==> config.mk <==
export PLATFORM = sky130hd
export DESIGN_NAME = bloom_addr_gen
export DESIGN_NICKNAME = d
export VERILOG_FILES = /design/src/rtl/bloom_addr_gen.sv
export SDC_FILE = /design/constraint.sdc
export NUM_CORES = 1
export LEC_CHECK = 0
export CORE_AREA = 8 8 77 79
export CTS_CLUSTER_DIAMETER = 40
export DETAILED_ROUTE_END_ITERATION = 8
export DIE_AREA = 0 0 85 87
export PLACE_DENSITY = 0.55
export SYNTH_ARGS = -nofsm -noshare
export SYNTH_HDL_FRONTEND = slang
export SYNTH_SLANG_ARGS = --single-unit
==> constraint.sdc <==
create_clock -name clk -period 1.3 [get_ports clk]
set_input_delay 0.325 -clock clk [delete_from_list [all_inputs] [get_ports clk]]
set_output_delay 0.325 -clock clk [all_outputs]
set_load 0.01 [all_outputs]
==> src/rtl/bloom_addr_gen.sv <==
// bloom_addr_gen: steps a Galois LFSR seeded with a key once per clock and
// collects K bucket addresses (each folded into 0..SIZE-1). The packed set
// is presented with a one-cycle valid strobe for the downstream decoder.
module bloom_addr_gen #(
  parameter int                SIZE   = 8,
  parameter int                K      = 4,
  parameter int                BIT    = $clog2(SIZE),
  parameter int                DATA_W = 8,
  parameter logic [DATA_W-1:0] TAPS   = 8'hB8
) (
  input  logic               clk,
  input  logic               rst,
  input  logic               start,
  input  logic [DATA_W-1:0]  data_in,
  output logic               ready,
  output logic               valid,
  output logic [K*BIT-1:0]   generated_addr
);

  localparam int               CNT_W    = $clog2(K) + 1;
  localparam logic [CNT_W-1:0] LAST_CNT = CNT_W'(K - 1);
  localparam logic [BIT:0]     SIZE_EXT = (BIT + 1)'(SIZE);

  typedef enum logic [1:0] {
    IDLE = 2'd0,
    GEN  = 2'd1,
    DONE = 2'd2
  } state_t;

  state_t              r_state;
  state_t              w_state_nxt;
  logic [DATA_W-1:0]   r_lfsr;
  logic [CNT_W-1:0]    r_cnt;
  logic [K*BIT-1:0]    r_gen_addr;

  logic [DATA_W-1:0]   w_lfsr_nxt;
  logic [BIT-1:0]      w_raw;
  logic [BIT:0]        w_diff;
  logic [BIT-1:0]      w_addr;
  logic [DATA_W-1:0]   w_seed;

  // One Galois step; the new state's low bits become the raw address.
  assign w_lfsr_nxt = (r_lfsr >> 1) ^ (r_lfsr[0] ? TAPS : '0);
  assign w_raw      = w_lfsr_nxt[BIT-1:0];
  // A single conditional subtract folds raw into range since 2^BIT < 2*SIZE.
  assign w_diff     = {1'b0, w_raw} - SIZE_EXT;
  assign w_addr     = ({1'b0, w_raw} >= SIZE_EXT) ? w_diff[BIT-1:0] : w_raw;
  // An all-zero seed would lock the LFSR at zero, so it is replaced by 1.
  assign w_seed     = (data_in == '0) ? DATA_W'(1) : data_in;

  // Outputs are pure state decodes or registers: no path from start/data_in.
  assign ready          = (r_state == IDLE);
  assign valid          = (r_state == DONE);
  assign generated_addr = r_gen_addr;

  // State register.
  always_ff @(posedge clk or posedge rst) begin
    if (rst) begin
      r_state <= IDLE;
    end else begin
      // NOTE: sequential state always uses non-blocking assignment so every
      // register samples pre-edge values regardless of statement order.
      r_state <= w_state_nxt;
    end
  end

  // Next-state logic; start is only looked at in IDLE.
  always_comb begin
    // NOTE: default assigned first so no path leaves the signal unassigned
    // and no latch is inferred.
    w_state_nxt = r_state;
    case (r_state)
      IDLE:    if (start) w_state_nxt = GEN;
      GEN:     if (r_cnt == LAST_CNT) w_state_nxt = DONE;
      DONE:    w_state_nxt = IDLE;
      default: w_state_nxt = IDLE;
    endcase
  end

  // Datapath: seed on accept, then one LFSR step and one slot write per GEN cycle.
  always_ff @(posedge clk or posedge rst) begin
    if (rst) begin
      // NOTE: the packed address bank is a handful of flops, not a RAM, so it
      // is reset like any other register and a partial result is discarded.
      r_lfsr     <= DATA_W'(1);
      r_cnt      <= '0;
      r_gen_addr <= '0;
    end else begin
      case (r_state)
        IDLE: begin
          if (start) begin
            r_lfsr     <= w_seed;
            r_cnt      <= '0;
            r_gen_addr <= '0;
          end
        end
        GEN: begin
          r_lfsr <= w_lfsr_nxt;
          r_cnt  <= r_cnt + 1'b1;
          for (int i = 0; i < K; i++) begin
            if (r_cnt == CNT_W'(i)) r_gen_addr[BIT*i +: BIT] <= w_addr;
          end
        end
        default: ;
      endcase
    end
  end

endmodule

==> reports/metrics.yaml <==
ctsHoldBuffers: 0
die_x_um: 85
synth.ff_latch_count: 25
clkTransAtPathRegs_ns: 0.09
antenna_found_initial: 0
utilization_pct: 45.5
fmax_mhz: 699
synth.avg_cell_area_sq_um: 9.70
cp_data_required_time_ns: 1.45
crit_type: "reg2reg"
critPathMaxFanout: 7
drv_cap: 0
coreArea_sq_um: 4850
crit_start: "r_cnt[1]"
cts_buffer_depth: 2
pwr_density_cell_nw_per_um2: 2340
h-tree-depth: 1
place_hpwl_um: 2580
endpoint_kind: "flop"
rsz0062_at_grt: "true"
p_leak_nw: 0.989
vias_per_cell: 4.90
synth.distinct_cells: 31
std_cell_rows: 26
crit_path_start_kind: "flop"
violations: "setup timing"
status: "finished, violations left"
yosysSeqAreaShare_pct: 46.2
r2r_start: "r_cnt[1]"
yosys.area.top_type: "dfrtp_1"
route.detailed.drc: 0
netlist_instances: 140
grt_pass1_vias: 1265
fillCellCount: 442
critPathMaxStageDelay_ns: 0.45
die_area_sq_um: 7400
min_period_ns: 1.43
grt_overflow: 0
hold_viol_final: 0
drive_above_1_share_pct: 40.2
irDropWorstVdd_v: 0.00122
ys_top_cells_by_area: "dfrtp_1, ha_1, a221o_1, nand2_1, a22o_1"
tightest_slew_ns: 0.359
cts_num_sinks: 25
setup_viol: 15
grt_pass1_wl_um: 6250
placed_cells_incl_taps: 231
netlist.area_leader.share_pct: 44.2
pin_count: 25
cts_made_buffers: 3
synthesis.area_sq_um: 1360
setup_slack_ns: -0.130
port_buffers: 24
postRouteAntennaNets: 0
routed_wl_um: 3840
post_drt_wl_per_cell_um: 15.1
ff_latch_area_sq_um: 632
area_growth_pct: 62.3
crit_arrival_ns: 1.58
drtIter0Drc: 60
routabilityCongestion: 0.854
via_count: 1250
cts_tree: "done"
syn_nets: 156
clk_latency_ns: 0.26
initial_core_util_pct: 28.0
drv_slew: 0
multi_input_area_sq_um: 779
worstHoldPathType: "in2async"
drt-pass1-iter-count: 4
fin_nets: 216
max_slew_margin_pct: 76.1
path_cells: "inv_2 > ha_4 > and4bb_4 > nor2_4 > a221o_1"
dieHeight_um: 87
skew_ns: 0.00448
slowest_stage: "dfrtp_2"
grt_max_degree: 26
cts-root-buf: "clkbuf_8"
gr-usage-all-layers_pct: 10.3
yosys_warnings: 0
finalCritPeriodShare_pct: 110
n_antenna_cell: 0
stdcell_count: 255
-- state kept, by name (all words and copies together) (netlist names) --
name	count
generated_addr	12
r_state	2
r_cnt	3
r_lfsr	8
-- cells by family (layout without fill, tap and decap cells) --
kind of cell	Yosys count	after routing	share of synthesized area, %
flops	25	25	46.2
simple gates	45	45	17.1
buf+inv	20	79	8.48
compound gates	42	42	21.8
xor+xnor	3	3	1.94
fa+ha+maj	5	5	4.61
-- per-stage QoR --
stage,cell area [sq um],total power [mW],TNS [ns],hold slack [ns],setup slack (ns)
after floorplan,1360,2.82,-0.289,0.352,-0.0660
after global placement,1770,3.66,-5.37,0.484,-0.261
after detailed placement,1770,3.74,-5.57,0.491,-0.298
after CTS,2010,4.68,-1.33,0.391,-0.146
after global routing,2200,5.54,-2.06,0.404,-0.178
final,2200,5.15,-1.13,0.384,-0.130
-- cell usage in the layout, fill, tap and decap left out, types with 2 or more instances in the layout --
| cell | synthesis | final |
|---|---|---|
| a21oi_1 | 8 | 2 |
| a21oi_2 | 0 | 6 |
| a221o_1 | 6 | 6 |
| a22o_1 | 6 | 6 |
| a22oi_2 | 0 | 3 |
| a31oi_1 | 2 | 2 |
| and2_1 | 2 | 2 |
| and4bb_4 | 0 | 3 |
| buf_12 | 0 | 2 |
| buf_4 | 4 | 26 |
| buf_6 | 3 | 12 |
| buf_8 | 0 | 2 |
| clkbuf_8 | 0 | 3 |
| clkdlybuf4s15_1 | 0 | 4 |
| clkdlybuf4s50_1 | 0 | 10 |
| dfrtp_1 | 24 | 20 |
| dfrtp_2 | 0 | 4 |
| dlygate4sd2_1 | 0 | 8 |
| ha_4 | 0 | 4 |
| inv_1 | 10 | 7 |
| inv_2 | 0 | 2 |
| nand2_1 | 16 | 16 |
| nand2b_1 | 3 | 3 |
| nor2_1 | 11 | 9 |
| nor2_4 | 0 | 3 |
| nor2b_1 | 6 | 3 |
| nor2b_4 | 0 | 3 |
| o21ai_0 | 7 | 2 |
| o21ai_1 | 0 | 5 |
| o22ai_1 | 3 | 3 |
| o31ai_1 | 3 | 3 |
| xor2_1 | 3 | 3 |
-- timing repair --
| item | in CTS | in global routing |
|---|---|---|
| buffers inserted | 9 | 10 |
| gates cloned | 0 | 1 |
| gates resized for setup | 62 | 27 |
| endpoints found under the setup margin | 35 | 31 |
| pin swaps | 3 | 12 |
-- report_power, final --
| part | internal, mW | leakage, nW | switching (mW) |
|---|---|---|---|
| sequential | 1.16 | 0.306 | 0.369 |
| combinational | 1.78 | 0.660 | 1.39 |
| clock | 0.219 | 0.0228 | 0.241 |
-- synthesized netlist by cell type --
master,number
dfrtp_1,24
nand2_1,16
nor2_1,11
inv_1,10
a21oi_1,8
o21ai_0,7
a221o_1,6
a22o_1,6
nor2b_1,6
ha_1,5
buf_4,4
a22oi_1,3
buf_6,3
nand2b_1,3
o22ai_1,3
o31ai_1,3
xor2_1,3
a31oi_1,2
and2_1,2
and4bb_1,2
buf_2,2
nor2_2,2
a211oi_1,1
a21o_1,1
and4bb_2,1
clkbuf_1,1
dfstp_2,1
nor3_1,1
nor4_1,1
o21bai_1,1
o2bb2ai_1,1
-- worst max-delay path: cells and delay by family (launching register included) --
family                     cells  cell delay (ns)
buffers and inverters          1             0.10
DFF                            1             0.45
and+or+nand+nor                2             0.35
adders and majority gates      1             0.13
AOI/OAI and AO/OA              1             0.29
-- metal layers --
| metal | part of all wire (%) | routed length [um] | global-route usage [%] | vias to the layer above |
|---|---|---|---|---|
| met1 | 46 | 1770 | 12.7 | 618 |
| met4 | 0.34 | 13 | 1.94 | 0 |
| li1 | - | - | - | 608 |
| met5 | 0 | 0 | 0 | - |
| met3 | 2.9 | 111 | 1.89 | 2 |
| met2 | 51 | 1950 | 18.0 | 22 |
-- final cells by class --
cell class                 count  area share [%]
multi-input combinational     95            35.4
sequential                    25            28.7
clock buffer                   4            2.04
inverter                      10            1.87
tap                           56            3.18
timing repair buffer          65            28.8
-- worst paths after layout --
| path | cells after the start | slack [ns] | end |
|---|---|---|---|
| max | 5 | -0.13 | generated_addr[4] |
| min in group clk | 1 | 0.50 | generated_addr[1] |
| max in group asynchronous | 3 | 0.69 | r_lfsr[0] |
| min | 3 | 0.38 | r_cnt[2] |
| max reg2reg | 5 | -0.13 | generated_addr[4] |
| min reg2reg | 1 | 0.50 | generated_addr[1] |
Note: power is estimated with default switching activity, not from simulation.
